### config.mk
export PLATFORM = sky130hd
export DESIGN_NAME = lector_eventos_botones
export DESIGN_NICKNAME = d
export VERILOG_FILES = /design/src/rtl/paquete_botones.sv /design/src/rtl/filtro_antirrebote.sv /design/src/rtl/lector_eventos_botones.sv
export SDC_FILE = /design/constraint.sdc
export NUM_CORES = 1
export LEC_CHECK = 0
export ABC_AREA = 0
export CORE_MARGIN = 2
export CORE_UTILIZATION = 56
export DETAILED_ROUTE_END_ITERATION = 8
export PLACE_DENSITY = 0.8
export SETUP_SLACK_MARGIN = 0.5
export SLEW_MARGIN = 20
export SYNTH_ARGS = -nofsm -noshare
export SYNTH_HDL_FRONTEND = slang
export SYNTH_HIERARCHICAL = 1
export SYNTH_SLANG_ARGS = --single-unit
### constraint.sdc
create_clock -name reloj -period 3.6 [get_ports reloj]
set_clock_uncertainty 0.05 [all_clocks]
set_input_delay 0.72 -clock reloj [delete_from_list [all_inputs] [get_ports reloj]]
set_output_delay 0.72 -clock reloj [all_outputs]
set_load 0.02 [all_outputs]
### src/rtl/paquete_botones.sv
// Shared types and helpers for the button event reader: direction codes,
// per-button arming state and the fixed-priority winner selection.
package paquete_botones;

    typedef enum logic [1:0] {ARRIBA, ABAJO, IZQUIERDA, DERECHA} direccion_t;

    typedef enum logic {DESARMADO, ARMADO} estado_boton_t;

    localparam int NUM_BOTONES = 4;

    // Lowest index wins: arriba > abajo > izquierda > derecha.
    function automatic direccion_t prioridad(input logic [NUM_BOTONES-1:0] pendientes);
        direccion_t ganador;
        ganador = ARRIBA;
        for (int i = NUM_BOTONES - 1; i >= 0; i--) begin
            if (pendientes[i]) begin
                ganador = direccion_t'(2'(i));
            end
        end
        return ganador;
    endfunction

endpackage

### src/rtl/filtro_antirrebote.sv
// One button lane: 2-FF synchronizer, debounce counter and arm/disarm FSM
// that emits a single-cycle evento when the debounced level rises while armed.
module filtro_antirrebote
    import paquete_botones::*;
#(
    parameter int CICLOS_ANTIRREBOTE = 16
)
(
    input  logic reloj,
    input  logic reinicio,
    input  logic bandera,
    output logic evento
);

    localparam int ANCHO_CUENTA = (CICLOS_ANTIRREBOTE > 1) ? $clog2(CICLOS_ANTIRREBOTE) : 1;
    localparam logic [ANCHO_CUENTA-1:0] CUENTA_FINAL = ANCHO_CUENTA'(CICLOS_ANTIRREBOTE - 1);

    logic                    sincA;
    logic                    sincB;
    logic                    estable;
    logic [ANCHO_CUENTA-1:0] cuenta;
    estado_boton_t           estado;
    logic                    cambioConfirmado;

    // The new level is committed on the edge where the count is already at its final value.
    assign cambioConfirmado = (sincB != estable) && (cuenta == CUENTA_FINAL);
    assign evento           = (estado == ARMADO) && cambioConfirmado && sincB;

    always_ff @(posedge reloj or negedge reinicio) begin
        if (!reinicio) begin
            sincA   <= 1'b0;
            sincB   <= 1'b0;
            estable <= 1'b0;
            cuenta  <= '0;
            estado  <= DESARMADO;
        end else begin
            sincA <= bandera;
            sincB <= sincA;

            if (sincB == estable) begin
                cuenta <= '0;
            end else if (cambioConfirmado) begin
                estable <= sincB;
                cuenta  <= '0;
            end else begin
                cuenta <= cuenta + 1'b1;
            end

            if (estado == DESARMADO) begin
                if (!estable) begin
                    estado <= ARMADO;
                end
            end else if (evento) begin
                estado <= DESARMADO;
            end
        end
    end

endmodule

### src/rtl/lector_eventos_botones.sv
// Turns debounced button presses into single direction commands over a
// valid/ready handshake, pulsing a latch clear after every accepted command.
module lector_eventos_botones
    import paquete_botones::*;
#(
    parameter int CICLOS_ANTIRREBOTE = 16,
    parameter int ANCHO_CONTADOR     = 8
)
(
    input  logic                      reloj,
    input  logic                      reinicio,
    input  logic                      banderaArriba,
    input  logic                      banderaAbajo,
    input  logic                      banderaIzquierda,
    input  logic                      banderaDerecha,
    output logic                      comandoValido,
    input  logic                      comandoListo,
    output logic [1:0]                comandoDireccion,
    output logic                      solicitudLimpieza,
    output logic [ANCHO_CONTADOR-1:0] eventosPerdidos
);

    localparam int ANCHO_SUMA = ANCHO_CONTADOR + 3;
    localparam logic [ANCHO_SUMA-1:0] MAXIMO = {3'b000, {ANCHO_CONTADOR{1'b1}}};

    logic [NUM_BOTONES-1:0] banderas;
    logic [NUM_BOTONES-1:0] eventos;
    logic [NUM_BOTONES-1:0] pendientes;
    logic [NUM_BOTONES-1:0] limpiar;
    logic [NUM_BOTONES-1:0] fusionados;
    logic                   transferencia;
    direccion_t             ganador;
    logic [2:0]             numFusionados;
    logic [ANCHO_SUMA-1:0]  sumaPerdidos;

    assign banderas      = {banderaDerecha, banderaIzquierda, banderaAbajo, banderaArriba};
    assign transferencia = comandoValido && comandoListo;
    assign ganador       = prioridad(pendientes);

    generate
        for (genvar gi = 0; gi < NUM_BOTONES; gi++) begin : gen_boton
            filtro_antirrebote #(
                .CICLOS_ANTIRREBOTE(CICLOS_ANTIRREBOTE)
            ) uFiltro (
                .reloj   (reloj),
                .reinicio(reinicio),
                .bandera (banderas[gi]),
                .evento  (eventos[gi])
            );

            assign limpiar[gi] = transferencia && (comandoDireccion == 2'(gi));
            // A new press coinciding with its own clear re-queues rather than being lost.
            assign fusionados[gi] = eventos[gi] && pendientes[gi] && !limpiar[gi];
        end
    endgenerate

    always_comb begin
        numFusionados = '0;
        for (int i = 0; i < NUM_BOTONES; i++) begin
            numFusionados = numFusionados + 3'(fusionados[i]);
        end
    end

    assign sumaPerdidos = {3'b000, eventosPerdidos} + ANCHO_SUMA'(numFusionados);

    always_ff @(posedge reloj or negedge reinicio) begin
        if (!reinicio) begin
            comandoValido     <= 1'b0;
            comandoDireccion  <= 2'd0;
            solicitudLimpieza <= 1'b0;
            eventosPerdidos   <= '0;
            pendientes        <= '0;
        end else begin
            solicitudLimpieza <= transferencia;

            // The gap cycle after a transfer keeps the handshake at one command per two cycles.
            if (transferencia) begin
                comandoValido <= 1'b0;
            end else if (!comandoValido && (|pendientes)) begin
                comandoValido    <= 1'b1;
                comandoDireccion <= ganador;
            end

            pendientes <= eventos | (pendientes & ~limpiar);

            if (sumaPerdidos > MAXIMO) begin
                eventosPerdidos <= MAXIMO[ANCHO_CONTADOR-1:0];
            end else begin
                eventosPerdidos <= sumaPerdidos[ANCHO_CONTADOR-1:0];
            end
        end
    end

endmodule

==> results.yml <==
run_status:
  outcome: "completed"
global_route:
  grt_start_max_net_pins: 49
  globalRoute.totalOverflow: 0
  antenna_violations_before_repair: 0
  first_global_vias: 1481
  track_usage_pct: 20.7
  first_pass_grt_wire_length_microns: 6510
clocking:
  cts_sinks: 48
  clock_latency_of_the_later_clocked_register_in_the_worst_skew_pair_ns: 0.32
  clock-root-buffer: "sky130_fd_sc_hd__clkbuf_8"
  cts_tree: "yes"
  cts_htree_levels: 2
  cts_inserted_buffers: 5
  clkTransAtPathRegs_ns: 0.08
  cts-root-to-sink-buffers: 2
worst_setup_path:
  critical_path_arrival_ns: 3.03
  worst_path_dominant_cell_family: "adder cells"
  setup.worst_path.start_class: "flip-flop"
  critical_path.n_buffers_inverters: 2
  crit_path_top_delay_cell: "sky130_fd_sc_hd__fa_1"
  category_of_the_critical_setup_timing_path: "flip-flop to flip-flop"
  crit_path_end_kind: "flip-flop"
  path_common_cell: "sky130_fd_sc_hd__fa_2"
  delay_of_the_slowest_critical_path_stage_ns: 0.51
  crit_path_cell_trace: "ha_4 > nand4_1 > nor3_2 > o211ai_1 > fa_1 > fa_2 > inv_2 > fa_2 > nand2_1 > nor2_4 > buf_4 > a31oi_1"
  worstPathRequired_ns: 3.73
  maximum_fanout_count_along_the_critical_path: 4
drt:
  postRouteAntennaNets: 0
  via_per_inst: 5.68
  drtIter0Drc: 74
  num_vias: 1459
  drt-pass1-iter-count: 4
  met1_length_microns: 1650
  met3_wirelength_microns: 180
  dr.max_layer_used: "met4"
  remaining_drc_errors: 0
  total_wirelength_microns: 3860
  avgRoutedWirePerCell_microns: 15.0
  wl_met2_microns: 1920
flow_run:
  max_capacitance_violation_count: 0
power:
  worst_ir_drop_vdd_v: 0.000360
  power_switching_share_pct: 24.3
  p_sw_w: 0.000260
  sequential_share_of_power_pct: 55.3
  internal-power_w: 0.000811
  power.share.clock_pct: 36.4
  cellLeakagePower_nw: 1.15
  logic_gate_share_of_total_power_pct: 8.3
  powerDensity_nw_per_um2: 421
floorplanning:
  horiz_die_dim_microns: 65.1
  core_region_area_sq_um: 3630
  fp-row-count: 22
  die_area_sq_um: 4240
  floorplan.io_pins: 19
  initial_utilization_pct: 57.5
  die_y_microns: 65.1
synthesis:
  synth.area.top_cells: "sky130_fd_sc_hd__dfrtp_1 (57%), sky130_fd_sc_hd__xnor2_1 (3.4%), sky130_fd_sc_hd__a21oi_1 (3.1%)"
  share_of_the_synthesized_area_in_the_top_cell_type_pct: 57.5
  yosysTopAreaCell: "sky130_fd_sc_hd__dfrtp_1"
  syn_area_per_cell_sq_um: 11.8
  synth-main-ff-cell: "sky130_fd_sc_hd__dfrtp_1"
  yosys_register_bits: 48
  synth_edf_count: 0
  yosys.cell_count.top_type: "sky130_fd_sc_hd__dfrtp_1"
  synth_area_sq_um: 2090
  ys.warnings.count: 6
  yosys-top-cells-count: "sky130_fd_sc_hd__dfrtp_1 (48), sky130_fd_sc_hd__a21oi_1 (13), sky130_fd_sc_hd__inv_1 (12), sky130_fd_sc_hd__nand2_1 (12), sky130_fd_sc_hd__nor2_1 (12)"
  synth.lib_cells_used.distinct: 41
  ys_seq_area_share_pct: 57.5
  postSynthCellCount: 177
  asyncSetResetFlopFracSynth_pct: 100
  syn-num-nets: 192
cells_and_area:
  finish.net_count: 223
  multi_input_area_sq_um: 897
  area.sequential_sq_um: 1200
  area_growth_pct: 21.7
  fraction_of_final_layout_cells_sized_beyond_drive_strength_1_pct: 19.1
  n_fill_cell: 272
  antenna_cells_inserted: 0
sta:
  min_period_over_period_pct: 80.5
  setup_slack_ns: 0.703
  timing_max_transition_violations_final: 0
  unrepaired_setup_endpoints_after_global_routing: "no"
  finalWorstPathRequiredPeriod_ns: 2.90
  worst_slew_pin_slew_ns: 0.568
  report.final.setup_viol: 0
  final_hold_vios: 0
  max_freq_mhz: 345
  fin_tns_setup_ns: 0
  slew_headroom_pct: 62.1
place:
  worst_slack_at_placement_ns: -0.0413
  global_placer_s_final_weighted_congestion: 0.854
  detailedPlacementHpwl_microns: 2550
  port-buffer-count: 18
worst_hold_path:
  hold_path.class: "flip-flop to flip-flop"
## registers in the layout, summed over array words and instances (netlist names)
| register | count |
|---|---|
| pendientes | 4 |
| solicitudLimpieza | 1 |
| eventosPerdidos | 8 |
| comandoDireccion | 2 |
| gen_boton.uFiltro/sincB | 4 |
| gen_boton.uFiltro/cuenta | 16 |
| gen_boton.uFiltro/estado | 4 |
| gen_boton.uFiltro/estable | 4 |
| comandoValido | 1 |
| gen_boton.uFiltro/sincA | 4 |
## power by group through the flow
| stage | clock, W | combinational, W | sequential [W] |
|---|---|---|---|
| after floorplan | 0 | 0.0000341 | 0.000604 |
| after global placement | 0 | 0.0000817 | 0.000596 |
| after detailed placement | 0 | 0.0000850 | 0.000599 |
| after CTS | 0.000393 | 0.0000868 | 0.000590 |
| after global routing | 0.000419 | 0.0000994 | 0.000597 |
| final | 0.000390 | 0.0000890 | 0.000593 |
## routing by layer
| layer | GRT usage [%] | up-vias |
|---|---|---|
| li1 | - | 677 |
| met3 | 6.85 | 10 |
| met1 | 25.6 | 743 |
| met4 | 9.90 | 0 |
| met2 | 33.0 | 29 |
| met5 | 0 | - |
## final timing paths
| check | startpoint | to | cells past startpoint | slack, ns |
|---|---|---|---|---|
| min | gen_boton[1].uFiltro/sincA | gen_boton[1].uFiltro/sincB | 0 | 0.31 |
| max in group asynchronous | reinicio | gen_boton[2].uFiltro/cuenta[0] | 1 | 2.74 |
| max | gen_boton[2].uFiltro/cuenta[1] | eventosPerdidos[6] | 12 | 0.70 |
| max reg2reg | gen_boton[2].uFiltro/cuenta[1] | eventosPerdidos[6] | 12 | 0.70 |
| min in group asynchronous | reinicio | solicitudLimpieza | 1 | 0.35 |
| min reg2reg | gen_boton[1].uFiltro/sincA | gen_boton[1].uFiltro/sincB | 0 | 0.31 |
## per-stage QoR
step | power [W] | cells | instance area, sq um | utilization [%] | hold WS, ns
floorplan | 0.000638 | 177 | 2090 | - | 0.281
global placement | 0.000678 | 245 | 2340 | 64.4 | 0.282
detailed placement | 0.000684 | 245 | 2340 | 64.4 | 0.288
CTS | 0.00107 | 254 | 2490 | 68.6 | 0.309
global route | 0.00111 | 257 | 2540 | 70.0 | 0.323
finish | 0.00107 | 257 | 2540 | 70.0 | 0.306
## final cells by class
| class | instances | area share [%] |
|---|---|---|
| inverter | 13 | 1.92 |
| clock inverter | 3 | 1.67 |
| tap | 48 | 2.36 |
| sequential | 48 | 47.2 |
| clock buffer | 5 | 2.70 |
| multi-input combinational | 116 | 35.3 |
| timing repair buffer | 24 | 8.85 |
## worst reg2reg max path, cell delays in order (launching register included)
cell and delay (ns):
sky130_fd_sc_hd__dfrtp_1 0.43, sky130_fd_sc_hd__ha_4 0.16, sky130_fd_sc_hd__nand4_1 0.11, sky130_fd_sc_hd__nor3_2 0.24
sky130_fd_sc_hd__o211ai_1 0.17, sky130_fd_sc_hd__fa_1 0.51, sky130_fd_sc_hd__fa_2 0.38, sky130_fd_sc_hd__inv_2 0.07
sky130_fd_sc_hd__fa_2 0.21, sky130_fd_sc_hd__nand2_1 0.09, sky130_fd_sc_hd__nor2_4 0.16, sky130_fd_sc_hd__buf_4 0.13
sky130_fd_sc_hd__a31oi_1 0.06
## logic make-up (layout without fill, tap and decap cells)
family,after synthesis,after routing,synth area share (%)
mux,3,3,1.68
xor+xnor,10,10,4.19
compound gates,33,33,10.7
fa+ha+maj,8,8,5.86
buf+inv,13,45,2.33
simple gates,62,62,17.8
flops,48,48,57.5
## cells in the final DEF, fill, tap and decap left out, types with 2 or more instances in the layout
| cell type | n |
|---|---|
| sky130_fd_sc_hd__clkbuf_8 | 5 |
| sky130_fd_sc_hd__nor2b_1 | 6 |
| sky130_fd_sc_hd__a21oi_1 | 13 |
| sky130_fd_sc_hd__clkdlybuf4s50_1 | 16 |
| sky130_fd_sc_hd__inv_1 | 11 |
| sky130_fd_sc_hd__nand2_2 | 2 |
| sky130_fd_sc_hd__o21ai_0 | 5 |
| sky130_fd_sc_hd__nand4_1 | 3 |
| sky130_fd_sc_hd__nand2_1 | 12 |
| sky130_fd_sc_hd__nand3_2 | 2 |
| sky130_fd_sc_hd__nor2_4 | 2 |
| sky130_fd_sc_hd__nand2b_1 | 3 |
| sky130_fd_sc_hd__a31oi_1 | 3 |
| sky130_fd_sc_hd__nor3b_2 | 3 |
| sky130_fd_sc_hd__xor2_1 | 2 |
| sky130_fd_sc_hd__fa_2 | 2 |
| sky130_fd_sc_hd__nand3_1 | 6 |
| sky130_fd_sc_hd__mux2i_1 | 2 |
| sky130_fd_sc_hd__nor3_2 | 3 |
| sky130_fd_sc_hd__nand4b_1 | 3 |
| sky130_fd_sc_hd__ha_1 | 4 |
| sky130_fd_sc_hd__nor2_1 | 11 |
| sky130_fd_sc_hd__inv_2 | 2 |
| sky130_fd_sc_hd__xnor2_1 | 8 |
| sky130_fd_sc_hd__a21o_1 | 2 |
| sky130_fd_sc_hd__buf_4 | 7 |
| sky130_fd_sc_hd__dfrtp_1 | 47 |
## repair_timing
| item | CTS | global route |
|---|---|---|
| setup endpoints to repair | 8 | 7 |
| buffers inserted | 1 | 3 |
| hold buffers | 0 | 0 |
| pin swaps | 3 | 7 |
| resized for setup | 7 | 7 |
Note: power is estimated with default switching activity, not from simulation.
